<file path="src/rtl/reorder_buffer.sv">
// reorder_buffer: in-order retirement buffer that owns the register-file write port
module reorder_buffer #(
   parameter int DEPTH = 16,
   parameter int TAG_W = 4
) (
   input  logic             clk,
   input  logic             rst_n,
   input  logic             flush,
   input  logic             alloc_valid,
   input  logic [4:0]       alloc_rd,
   output logic             alloc_ready,
   output logic [TAG_W-1:0] alloc_tag,
   input  logic             cdb_valid,
   input  logic [TAG_W-1:0] cdb_tag,
   input  logic [31:0]      cdb_data,
   output logic             write_enable,
   output logic [4:0]       write_addr,
   output logic [31:0]      write_data,
   output logic             commit_valid,
   output logic [TAG_W-1:0] commit_tag,
   output logic [TAG_W:0]   count,
   output logic             empty
);
   logic [DEPTH-1:0] r_valid;
   logic [DEPTH-1:0] r_ready;
   logic [4:0]       r_rd   [DEPTH];
   logic [31:0]      r_data [DEPTH];
   logic [TAG_W-1:0] r_head;
   logic [TAG_W-1:0] r_tail;
   logic [TAG_W:0]   r_count;
   logic             r_we;
   logic [4:0]       r_waddr;
   logic [31:0]      r_wdata;
   logic             r_cv;
   logic [TAG_W-1:0] r_ctag;
   logic             w_alloc;
   logic             w_retire;
   logic             w_cdb;

   assign alloc_ready  = r_count != (TAG_W+1)'(DEPTH);
   assign alloc_tag    = r_tail;
   assign w_alloc      = alloc_valid & alloc_ready;
   assign w_retire     = r_valid[r_head] & r_ready[r_head];
   assign w_cdb        = cdb_valid & r_valid[cdb_tag];
   assign write_enable = r_we;
   assign write_addr   = r_waddr;
   assign write_data   = r_wdata;
   assign commit_valid = r_cv;
   assign commit_tag   = r_ctag;
   assign count        = r_count;
   assign empty        = r_count == '0;

   // entry status, pointers, occupancy and the registered commit/write port
   always_ff @(posedge clk or negedge rst_n) begin
      if (!rst_n) begin
         r_valid <= '0;
         r_ready <= '0;
         r_head  <= '0;
         r_tail  <= '0;
         r_count <= '0;
         r_we    <= 1'b0;
         r_waddr <= '0;
         r_wdata <= '0;
         r_cv    <= 1'b0;
         r_ctag  <= '0;
      end else if (flush) begin
         r_valid <= '0;
         r_ready <= '0;
         r_head  <= '0;
         r_tail  <= '0;
         r_count <= '0;
         r_we    <= 1'b0;
         r_cv    <= 1'b0;
      end else begin
         if (w_retire) r_valid[r_head] <= 1'b0;
         if (w_alloc) begin
            r_valid[r_tail] <= 1'b1;
            r_ready[r_tail] <= 1'b0;
            r_tail          <= r_tail + TAG_W'(1);
         end
         if (w_cdb) r_ready[cdb_tag] <= 1'b1;
         r_cv <= w_retire;
         r_we <= w_retire && r_rd[r_head] != 5'd0;
         if (w_retire) begin
            r_ctag  <= r_head;
            r_waddr <= r_rd[r_head];
            r_wdata <= r_data[r_head];
            r_head  <= r_head + TAG_W'(1);
         end
         r_count <= r_count + {{TAG_W{1'b0}}, w_alloc} - {{TAG_W{1'b0}}, w_retire};
      end
   end

   // entry payload; only meaningful while the matching valid bit is set
   always_ff @(posedge clk) begin
      if (rst_n && !flush) begin
         if (w_alloc) r_rd[r_tail] <= alloc_rd;
         if (w_cdb) r_data[cdb_tag] <= cdb_data;
      end
   end
endmodule

</file>
<file path="config.mk">
export PLATFORM = sky130hd
export DESIGN_NAME = reorder_buffer
export DESIGN_NICKNAME = d
export VERILOG_FILES = /design/src/rtl/reorder_buffer.sv
export SDC_FILE = /design/constraint.sdc
export NUM_CORES = 1
export LEC_CHECK = 0
export CAP_MARGIN = 20
export CORE_MARGIN = 5
export CORE_UTILIZATION = 49
export DETAILED_ROUTE_END_ITERATION = 12
export PLACE_DENSITY_LB_ADDON = 0.3
export SLEW_MARGIN = 20
export SYNTH_ARGS = -nofsm -noshare
export SYNTH_HDL_FRONTEND = slang
export SYNTH_SLANG_ARGS = --single-unit
</file>
<file path="constraint.sdc">
create_clock -name clk -period 4 [get_ports clk]
set_clock_uncertainty 0.2 [all_clocks]
set_input_delay 0.4 -clock clk [delete_from_list [all_inputs] [get_ports clk]]
set_output_delay 0.4 -clock clk [all_outputs]
set_load 0.05 [all_outputs]
</file>
**Word-level counts from Yosys, hierarchy flattened**

Memory sizes are Yosys's and may differ from the RTL's. A register that Yosys moved wholly into a read port is not among the register bits.
Index checks and enable logic that the tools add are counted.

- $add $sub $neg: 4
- Equality and inequality tests: 1
- Muxes and demuxes: 33
- Order comparisons: 6
- Reductions and logical operators: 12
- Bitwise logic cells: 10

Operator list:

| operator | count |
|---|---|
| $mux W16 | 8 |
| $and A16 B16 Y16 | 2 |
| $not A16 Y16 | 2 |
| $or A16 B16 Y16 | 2 |
| $mux W4 | 4 |
| $lt A4 B5 Y1 const B | 3 |
| $mux W1 | 14 |
| $bmux W1 S4 | 3 |
| $demux W1 S4 | 3 |
| $ge A4 B1 Y1 const B | 3 |
| $add A4 B1 Y4 const B | 2 |
| $add A5 B1 Y5 | 1 |
| $logic_and A1 B1 Y1 | 5 |
| $logic_not A5 Y1 | 1 |
| $mux W5 | 1 |
| $ne A5 B5 Y1 const B | 1 |
| $reduce_bool A5 Y1 | 1 |
| $sub A5 B1 Y5 | 1 |
| $reduce_bool A2 Y1 | 2 |
| $and A1 B1 Y1 | 3 |
| $logic_not A1 Y1 | 2 |
| $reduce_and A2 Y1 | 1 |
| $not A1 Y1 | 1 |

- Bits in registers: 56
- Memory bits (writable): 592
- Output and inout port bits: 54
- Memories: 2
- Logic and storage cells: 77
- Input bits: 46

Memories:

| memory | words | bits a word | read ports | clocked after Yosys merged registers in | wr ports | RTL line | source |
|---|---|---|---|---|---|---|---|
| r_data | 16 | 32 | 1 | 1 | 1 | 27 | `logic [31:0] r_data [DEPTH];` |
| r_rd | 16 | 5 | 1 | 0 | 1 | 26 | `logic [4:0] r_rd [DEPTH];` |

**Longest topological paths before layout**

Gate-level depths: netlist of run 1.

- Depth after elaboration: 11
- Gate-level depth with buffers: 17
- Gate-level depth less buffers: 15

**Worst setup path after synthesis of run 1**

Ideal clock, no wire load.

- Kind: register -> register
- Start: reg r_count[2] (netlist: count[2])
- End: reg r_count[4] (netlist: count[4])
- Slack: 131 ps
- Period minus slack after synthesis: 3869 ps
- Library setup time: 78 ps
- Data required time: 3722 ps
- Arrival: 3591 ps
- Path buffers: 2
- Cell stages (with the launch flop): 18
- Path through: dfrtp_1 inv_1 ha_1 nand4bb_1 and2_1 clkbuf_1 clkbuf_1 inv_1 ha_1 inv_1 ha_1 inv_1 fa_1 inv_1 a21oi_1 nor2_1 or3_1 a21oi_1

- Longest elaborated chain between the ends: 5

Ends and longest elaborated chain:

| item | RTL line | source |
|---|---|---|
| start: declaration | 30 | `logic [TAG_W:0] r_count;` |
| start signal: assignment | 90 | `r_count <= r_count + {{TAG_W{1'b0}}, w_alloc} - {{TAG_W{1'b0}}, w_retire};` |
| $ne A5 B5 Y1 | 40 | `assign alloc_ready = r_count != (TAG_W+1)'(DEPTH);` |
| net alloc_ready | 11 | `output logic alloc_ready,` |
| $and A1 B1 Y1 | 42 | `assign w_alloc = alloc_valid & alloc_ready;` |
| $add A5 B1 Y5 | 90 |  |
| $sub A5 B1 Y5 | 90 |  |
| $mux W5 | 66 | `end else if (flush) begin` |

The timed path passes the listed nets, and every way through them passes these cells.
A chain may end at the register's enable or synchronous reset.

**Worst setup path after layout of run 1**

- Start: reg r_head[1]
- End: reg r_count[4] (netlist: count[4])

- Longest elaborated chain between the ends: 5
- Elaborated cells between the ends (all ways): 7
- Classes of those cells: add/sub: 1; mux: 5; bitwise: 1

Ends and longest elaborated chain:

| item | RTL line | source |
|---|---|---|
| start: declaration | 28 | `logic [TAG_W-1:0] r_head;` |
| start signal: assignment | 88 | `r_head <= r_head + TAG_W'(1);` |
| $bmux W1 S4 | 43 | `assign w_retire = r_valid[r_head] & r_ready[r_head];` |
| $mux W1 (not written as such) | 43 |  |
| $and A1 B1 Y1 * | 43 |  |
| $sub A5 B1 Y5 * | 90 |  |
| $mux W5 * | 66 |  |

Every way passes the cells marked *; elsewhere a longest branch is shown, timed or not. The select of a mux whose other input is x is not followed.

==> results of run 1 <==
per-layer routing:
layer / up-vias / wire length, um
li1: 5481 / -
met4: 4 / 1300
met1: 6902 / 25000
met5: - / 34
met3: 96 / 3360
met2: 427 / 29100
Yosys cell counts, drive strengths merged, types with 2 or more instances:
cell / count / area [um2]
a311oi: 4 / 35.0
buf: 39 / 413
mux2: 44 / 638
mux2i: 3 / 33.8
nand2b: 2 / 12.5
a31oi: 5 / 31.3
a32o: 8 / 80.1
ha: 14 / 175
mux4: 191 / 4550
or4: 3 / 23.8
dfrtp: 88 / 2200
nor3: 2 / 10.0
o31ai: 4 / 30.0
o21ai: 23 / 115
a21oi: 20 / 100
nor2b: 12 / 75.1
a22oi: 5 / 37.5
nand3: 33 / 178
nand4bb: 2 / 22.5
edfxtp: 592 / 17800
nand4: 6 / 37.5
xnor2: 2 / 17.5
nand2: 18 / 67.6
and2: 2 / 12.5
clkbuf: 23 / 146
xor2: 4 / 35.0
inv: 19 / 71.3
nor2: 47 / 176
state kept, by name (all words and copies together) (netlist names):
signal,count
r_ready,16
r_rd,80
r_data,512
r_head,4
r_valid,16
write_addr,5
write_data,32
alloc_tag,4
commit_tag,4
count,5
write_enable,1
commit_valid,1
cell usage in the layout (no fill, tap or decap), types with 15 or more instances in the layout:
cell | Yosys | layout
a21oi_1 | 20 | 20
buf_12 | 4 | 18
buf_4 | 2 | 19
clkbuf_1 | 17 | 19
clkbuf_16 | 0 | 71
clkdlybuf4s50_1 | 0 | 98
clkinv_2 | 0 | 15
dfrtp_1 | 88 | 85
edfxtp_1 | 592 | 592
inv_1 | 18 | 18
mux2_4 | 38 | 38
mux4_1 | 66 | 66
mux4_2 | 125 | 125
nand2_1 | 18 | 18
nand3_1 | 32 | 32
nor2_1 | 47 | 31
nor2_4 | 0 | 16
o21ai_0 | 23 | 23
stage by stage:
| stage | util | hold slack [ps] | area, um2 |
|---|---|---|---|
| CTS | 0.572 | 312 | 31500 |
| global route | 0.572 | 319 | 31500 |
| detailed placement | 0.531 | 103 | 29200 |
| finish | 0.572 | 311 | 31500 |
| global placement | 0.531 | 110 | 29200 |
| floorplan | - | -95.6 | 27300 |
worst paths after layout:
kind / end / slack, ps / cells past startpoint
setup / recovery: count[4]$_DFF_PN0_ / 330 / 14
setup reg to reg: count[4]$_DFF_PN0_ / 330 / 14
hold / removal: write_data[26]$_DFFE_PN0P_ / 310 / 1
min in group asynchronous: write_data[6]$_DFFE_PN0P_ / 550 / 3
max in group asynchronous: write_data[29]$_DFFE_PN0P_ / 1460 / 5
hold reg to reg: write_data[26]$_DFFE_PN0P_ / 310 / 1
area by class of cell:
cell class              count  area [um2]
repair buffers            138        1510
inverters                  20        75.1
multi-input cells         468        6770
clock buffers              94        1900
well taps                 748         936
flip-flops and latches    680       20000
diodes                      1        2.50
fillers                  4069       23600
clock inverters            37         355
cells by family after synthesis:
family | Yosys count
multiplexers | 238
flip-flops | 680
XOR/XNOR | 6
AND/OR/NAND/NOR | 134
adder cells (fa/ha/maj) | 15
buffers and inverters | 82
AO/OA/AOI/OAI | 75
power groups by stage:
stage | Sequential, mW | Clock (mW) | Combinational [mW]
2_1_floorplan | 8.05 | 0 | 0.257
3_3_place_gp | 7.95 | 0 | 0.651
3_5_place_dp | 7.95 | 0 | 0.671
4_1_cts | 7.80 | 6.46 | 0.676
5_1_grt | 7.81 | 6.79 | 0.719
6_report | 7.80 | 6.32 | 0.672
==> results.sh, run 1 <==
export IMPL_cts_resized=0
export IMPL_synthAdderAreaFrac=0.00716
export IMPL_cap_violations=0
export IMPL_ys_types=55
export IMPL_setup_violations=0
export IMPL_grt_max_degree=88
export IMPL_slew_headroom=0.402
export IMPL_synthArstFlopShare=0.129
export IMPL_grt_overflow=0
export IMPL_r2r_start="r_head[1]$_DFFE_PN0P_"
export IMPL_synth_top_flop_cell="edfxtp_1"
export IMPL_tns_ps=0
export IMPL_critPathArrivalTime_ps=3990
export IMPL_drive_gt1_frac=0.232
export IMPL_grt_pass1_vias=13300
export IMPL_cts_setup_buffers=0
export IMPL_worst_slack_ps=331
export IMPL_slew_violations=0
export IMPL_grt_pass1_wl_um=87800
export IMPL_p_comb_frac=0.045
export IMPL_antenna_found_initial=2
export IMPL_yosys_area_share_simple=0.0245
export IMPL_use_met1=0.281
export IMPL_area_growth_pct=15.7
export IMPL_cts_tree="done"
export IMPL_worst_path_max_fanout=17
export IMPL_crit_start="r_head[1]$_DFFE_PN0P_"
export IMPL_synth_compound_area_frac=0.0187
export IMPL_min_period_ps=3670
export IMPL_crit_path_end_kind="flip-flop"
export IMPL_cp_slowest_stage_delay_ps=600
export IMPL_insertion_delay_ps=610
export IMPL_p_switching_mw=3.20
export IMPL_cp_num_buf_inv=3
export IMPL_cts_buffers=71
export IMPL_grt_util_all_layers=0.197
export IMPL_crit_path_top_delay_cell="mux4_1"
export IMPL_cp_required_ps=4320
export IMPL_synth_nets=1291
export IMPL_dr_pass1_iters=5
export IMPL_ys_seq_area_frac=0.733
export IMPL_wire_per_inst_um=26.9
export IMPL_critPathLaunchType="flip-flop"
export IMPL_htree_levels=3
export IMPL_synth_top_family_by_area="multiplexers"
export IMPL_yosys_area_share_xor_xnor=0.00193
export IMPL_syn_area_per_cell_um2=22.2
export IMPL_hp_start="write_data[26]$_DFFE_PN0P_"
export IMPL_status="completed"
export IMPL_root_buffer="clkbuf_16"
export IMPL_drt_iter0_markers=1097
export IMPL_power_leakage_nw=10.3
export IMPL_fin_crit_sh=0.917
export IMPL_layout_nets=1440
export IMPL_met3_usage=0.0384
export IMPL_place_ws_ps=364
export IMPL_rsz0062_at_grt="false"
export IMPL_synth_edf_count=592
export IMPL_post_place_cells=2051
export IMPL_io_pins=100
export IMPL_gp_congestion=0.834
export IMPL_stdcell_count=2186
export IMPL_seq_power_share=0.528
export IMPL_clock_fmax_mhz=273
export IMPL_critPathMostFrequentCell="inv_1"
export IMPL_clk_pin_slew_ps=60
export IMPL_irDropWorstVdd_mv=0.401
export IMPL_cts_buffer_depth=3
export IMPL_top_usage_layer="met2"
export IMPL_synthMuxAreaShare=0.192
export IMPL_postSynthCellCount=1230
export IMPL_crit_chain="mux4_1 > mux2i_2 > o32a_2 > nor2_1 > ha_1 > inv_1 > ha_1 > inv_1 > fa_1 > inv_1 > a21oi_1 > nor2_1 > or3_1 > a21oi_1"
export IMPL_finalHoldViolCount=0
export IMPL_postCtsHoldBufs=3
export IMPL_port_buffers=99
export IMPL_grt_use_met2=0.320
export IMPL_power_total_mw=14.8
export IMPL_die_x_um=246
export IMPL_hp_class="flip-flop to flip-flop"
export IMPL_p_sw_frac=0.217
export IMPL_p_int_mw=11.6
export IMPL_worst_slew_pin_slew_ps=898
export IMPL_fp_row_count=86
export IMPL_yosys_warnings=0
export IMPL_power_density_nw_per_um2=469
export IMPL_crit_family="multiplexers"
export IMPL_placeableCoreArea_um2=55100
export IMPL_clock_sinks=680
export IMPL_antenna_left=0
export IMPL_initial_core_util=0.495
export IMPL_fp_dieArea_um2=60400
export IMPL_crit_type="flip-flop to flip-flop"
export IMPL_vias_per_cell=5.91
export IMPL_drc=0
export IMPL_synth_seq_cells=680
export IMPL_wl_um=58800
export IMPL_synth_area_um2=27300
export IMPL_hpwl_um=30900
export IMPL_vias=12900
export IMPL_die_h_um=246
export IMPL_power_frac_clock=0.427
No activity file was read; power rests on OpenSTA's default activity.
==> run 2, diff against run 1 <==
--- a/config.mk
+++ b/config.mk
@@ -7,7 +7,7 @@
 export LEC_CHECK = 0
 export CAP_MARGIN = 20
 export CORE_MARGIN = 5
-export CORE_UTILIZATION = 49
+export CORE_UTILIZATION = 31
 export DETAILED_ROUTE_END_ITERATION = 12
 export PLACE_DENSITY_LB_ADDON = 0.3
 export SLEW_MARGIN = 20
==> results.sh, run 2 (same netlist as run 1, synthesis figures left out) <==
export IMPL_status="completed"
export IMPL_slew_headroom=0.305
export IMPL_clock_sinks=680
export IMPL_fill_cells=7955
export IMPL_cts_buffers=75
export IMPL_grt_pass1_wl_um=94800
export IMPL_most_common_layout_cells="edfxtp_1, mux4_2, clkdlybuf4s50_1"
export IMPL_tns_ps=0
export IMPL_power_leakage_nw=10.5
export IMPL_fin_crit_sh=0.916
export IMPL_cts_buffer_depth=3
export IMPL_root_buffer="clkbuf_16"
export IMPL_wire_per_inst_um=24.7
export IMPL_vias_per_cell=4.99
export IMPL_worst_path_max_fanout=58
export IMPL_grt_pass1_vias=13700
export IMPL_top_register="r_data"
export IMPL_stdcell_count=2609
export IMPL_insertion_delay_ps=620
export IMPL_hp_class="primary input to asynchronous set/reset pin"
export IMPL_clock_fmax_mhz=273
export IMPL_cp_required_ps=4260
export IMPL_crit_path_top_delay_cell="buf_4"
export IMPL_critPathArrivalTime_ps=3930
export IMPL_crit_path_end_kind="flip-flop"
export IMPL_clk_pin_slew_ps=60
export IMPL_die_x_um=307
export IMPL_power_density_nw_per_um2=475
export IMPL_die_h_um=307
export IMPL_fp_dieArea_um2=94000
export IMPL_final_common_cell="edfxtp_1"
export IMPL_wl_um=64500
export IMPL_crit_chain="buf_4 > buf_4 > mux4_2 > mux4_2 > mux2_4"
export IMPL_cts_setup_buffers=0
export IMPL_initial_core_util=0.313
export IMPL_slew_violations=0
export IMPL_min_period_ps=3660
export IMPL_drt_iter0_markers=974
export IMPL_cap_violations=0
export IMPL_worst_slew_pin_slew_ps=1040
export IMPL_hpwl_um=35800
export IMPL_grt_util_all_layers=0.136
export IMPL_antenna_left=0
export IMPL_grt_max_degree=113
export IMPL_htree_levels=3
export IMPL_vias=13000
export IMPL_irDropWorstVdd_mv=0.263
export IMPL_largest_reg_flops=512
export IMPL_critPathLaunchType="flip-flop"
export IMPL_io_pins=100
export IMPL_fp_row_count=108
export IMPL_grt_overflow=0
export IMPL_cts_tree="done"
export IMPL_gp_congestion=0.824
export IMPL_drc=0
export IMPL_antenna_found_initial=6
export IMPL_port_buffers=99
export IMPL_setup_violations=0
export IMPL_post_place_cells=2467
export IMPL_drive_gt1_frac=0.240
export IMPL_cp_slowest_stage_delay_ps=830
export IMPL_placeableCoreArea_um2=87000
export IMPL_layout_nets=1451
export IMPL_postCtsHoldBufs=1
export IMPL_cts_resized=0
export IMPL_rsz0062_at_grt="false"
export IMPL_crit_type="flip-flop to flip-flop"
export IMPL_area_growth_pct=18.7
export IMPL_power_total_mw=15.4
export IMPL_finalHoldViolCount=0
export IMPL_dr_pass1_iters=5
[run 2: cell types whose count changed in the layout (fill, tap and decap cells not counted), sizes merged]
cell / before / now
diode: 1 / 2
clkinvlp: 0 / 2
bufinv: 3 / 7
clkbuf: 94 / 101
buf: 37 / 46
dlygate4sd3: 3 / 1
clkinv: 33 / 28
[run 2: power breakdown]
part           internal (mW)  switching [mW]  total (mW)
Combinational          0.236           0.446       0.682
Clock                   4.08            2.81        6.89
Sequential              7.76          0.0448        7.81
Total                   12.1            3.30        15.4
[run 2: worst paths after layout]
check / depth (start not counted) / endpoint / from / slack, ps
setup / recovery: 5 / write_data[29]$_DFFE_PN0P_ / r_head[1]$_DFFE_PN0P_ / 340
hold reg to reg: 1 / write_addr[4]$_DFFE_PN0P_ / write_addr[4]$_DFFE_PN0P_ / 310
setup reg to reg: 5 / write_data[29]$_DFFE_PN0P_ / r_head[1]$_DFFE_PN0P_ / 340
hold / removal: 2 / alloc_tag[3]$_DFFE_PN0P_ / rst_n / 30
min in group clk: 1 / write_addr[4]$_DFFE_PN0P_ / write_addr[4]$_DFFE_PN0P_ / 310
max in group asynchronous: 4 / r_head[0]$_DFFE_PN0P_ / rst_n / 1910
[run 2: area by class of cell]
cell class | instances | area [um2] | share of cell area
inverter | 20 | 75.1 | 0.00232
sequential | 680 | 20000 | 0.618
timing repair buffer | 145 | 1600 | 0.0494
multi-input combinational | 468 | 6770 | 0.209
antenna | 2 | 5.00 | 0.000155
clock buffer | 101 | 2050 | 0.0632
tap | 1155 | 1450 | 0.0446
clock inverter | 38 | 443 | 0.0137
[run 2: routing by layer]
| metal | wire length, um | vias to the layer above | track usage |
|---|---|---|---|
| li1 | - | 5522 | - |
| met1 | 27800 | 7035 | 0.184 |
| met2 | 32200 | 339 | 0.226 |
| met3 | 3230 | 111 | 0.0285 |
| met4 | 1340 | 8 | 0.0347 |
| met5 | 52 | - | 0 |
[run 2: worst max-delay path: cells and delay by family, from the launching register on]
| family | cells | cell delay, ps |
|---|---|---|
| flops | 1 | 530 |
| mux | 3 | 1170 |
| buf+inv | 2 | 1500 |
[run 2: through the flow]
step	utilization	hold slack, ps	setup WS (ps)	area [um2]
floorplan	-	-95.6	131	27300
global placement	0.343	133	394	29900
detailed placement	0.343	136	354	29900
CTS	0.372	4.04	317	32400
global route	0.372	29.9	161	32400
finish	0.372	27.3	336	32400
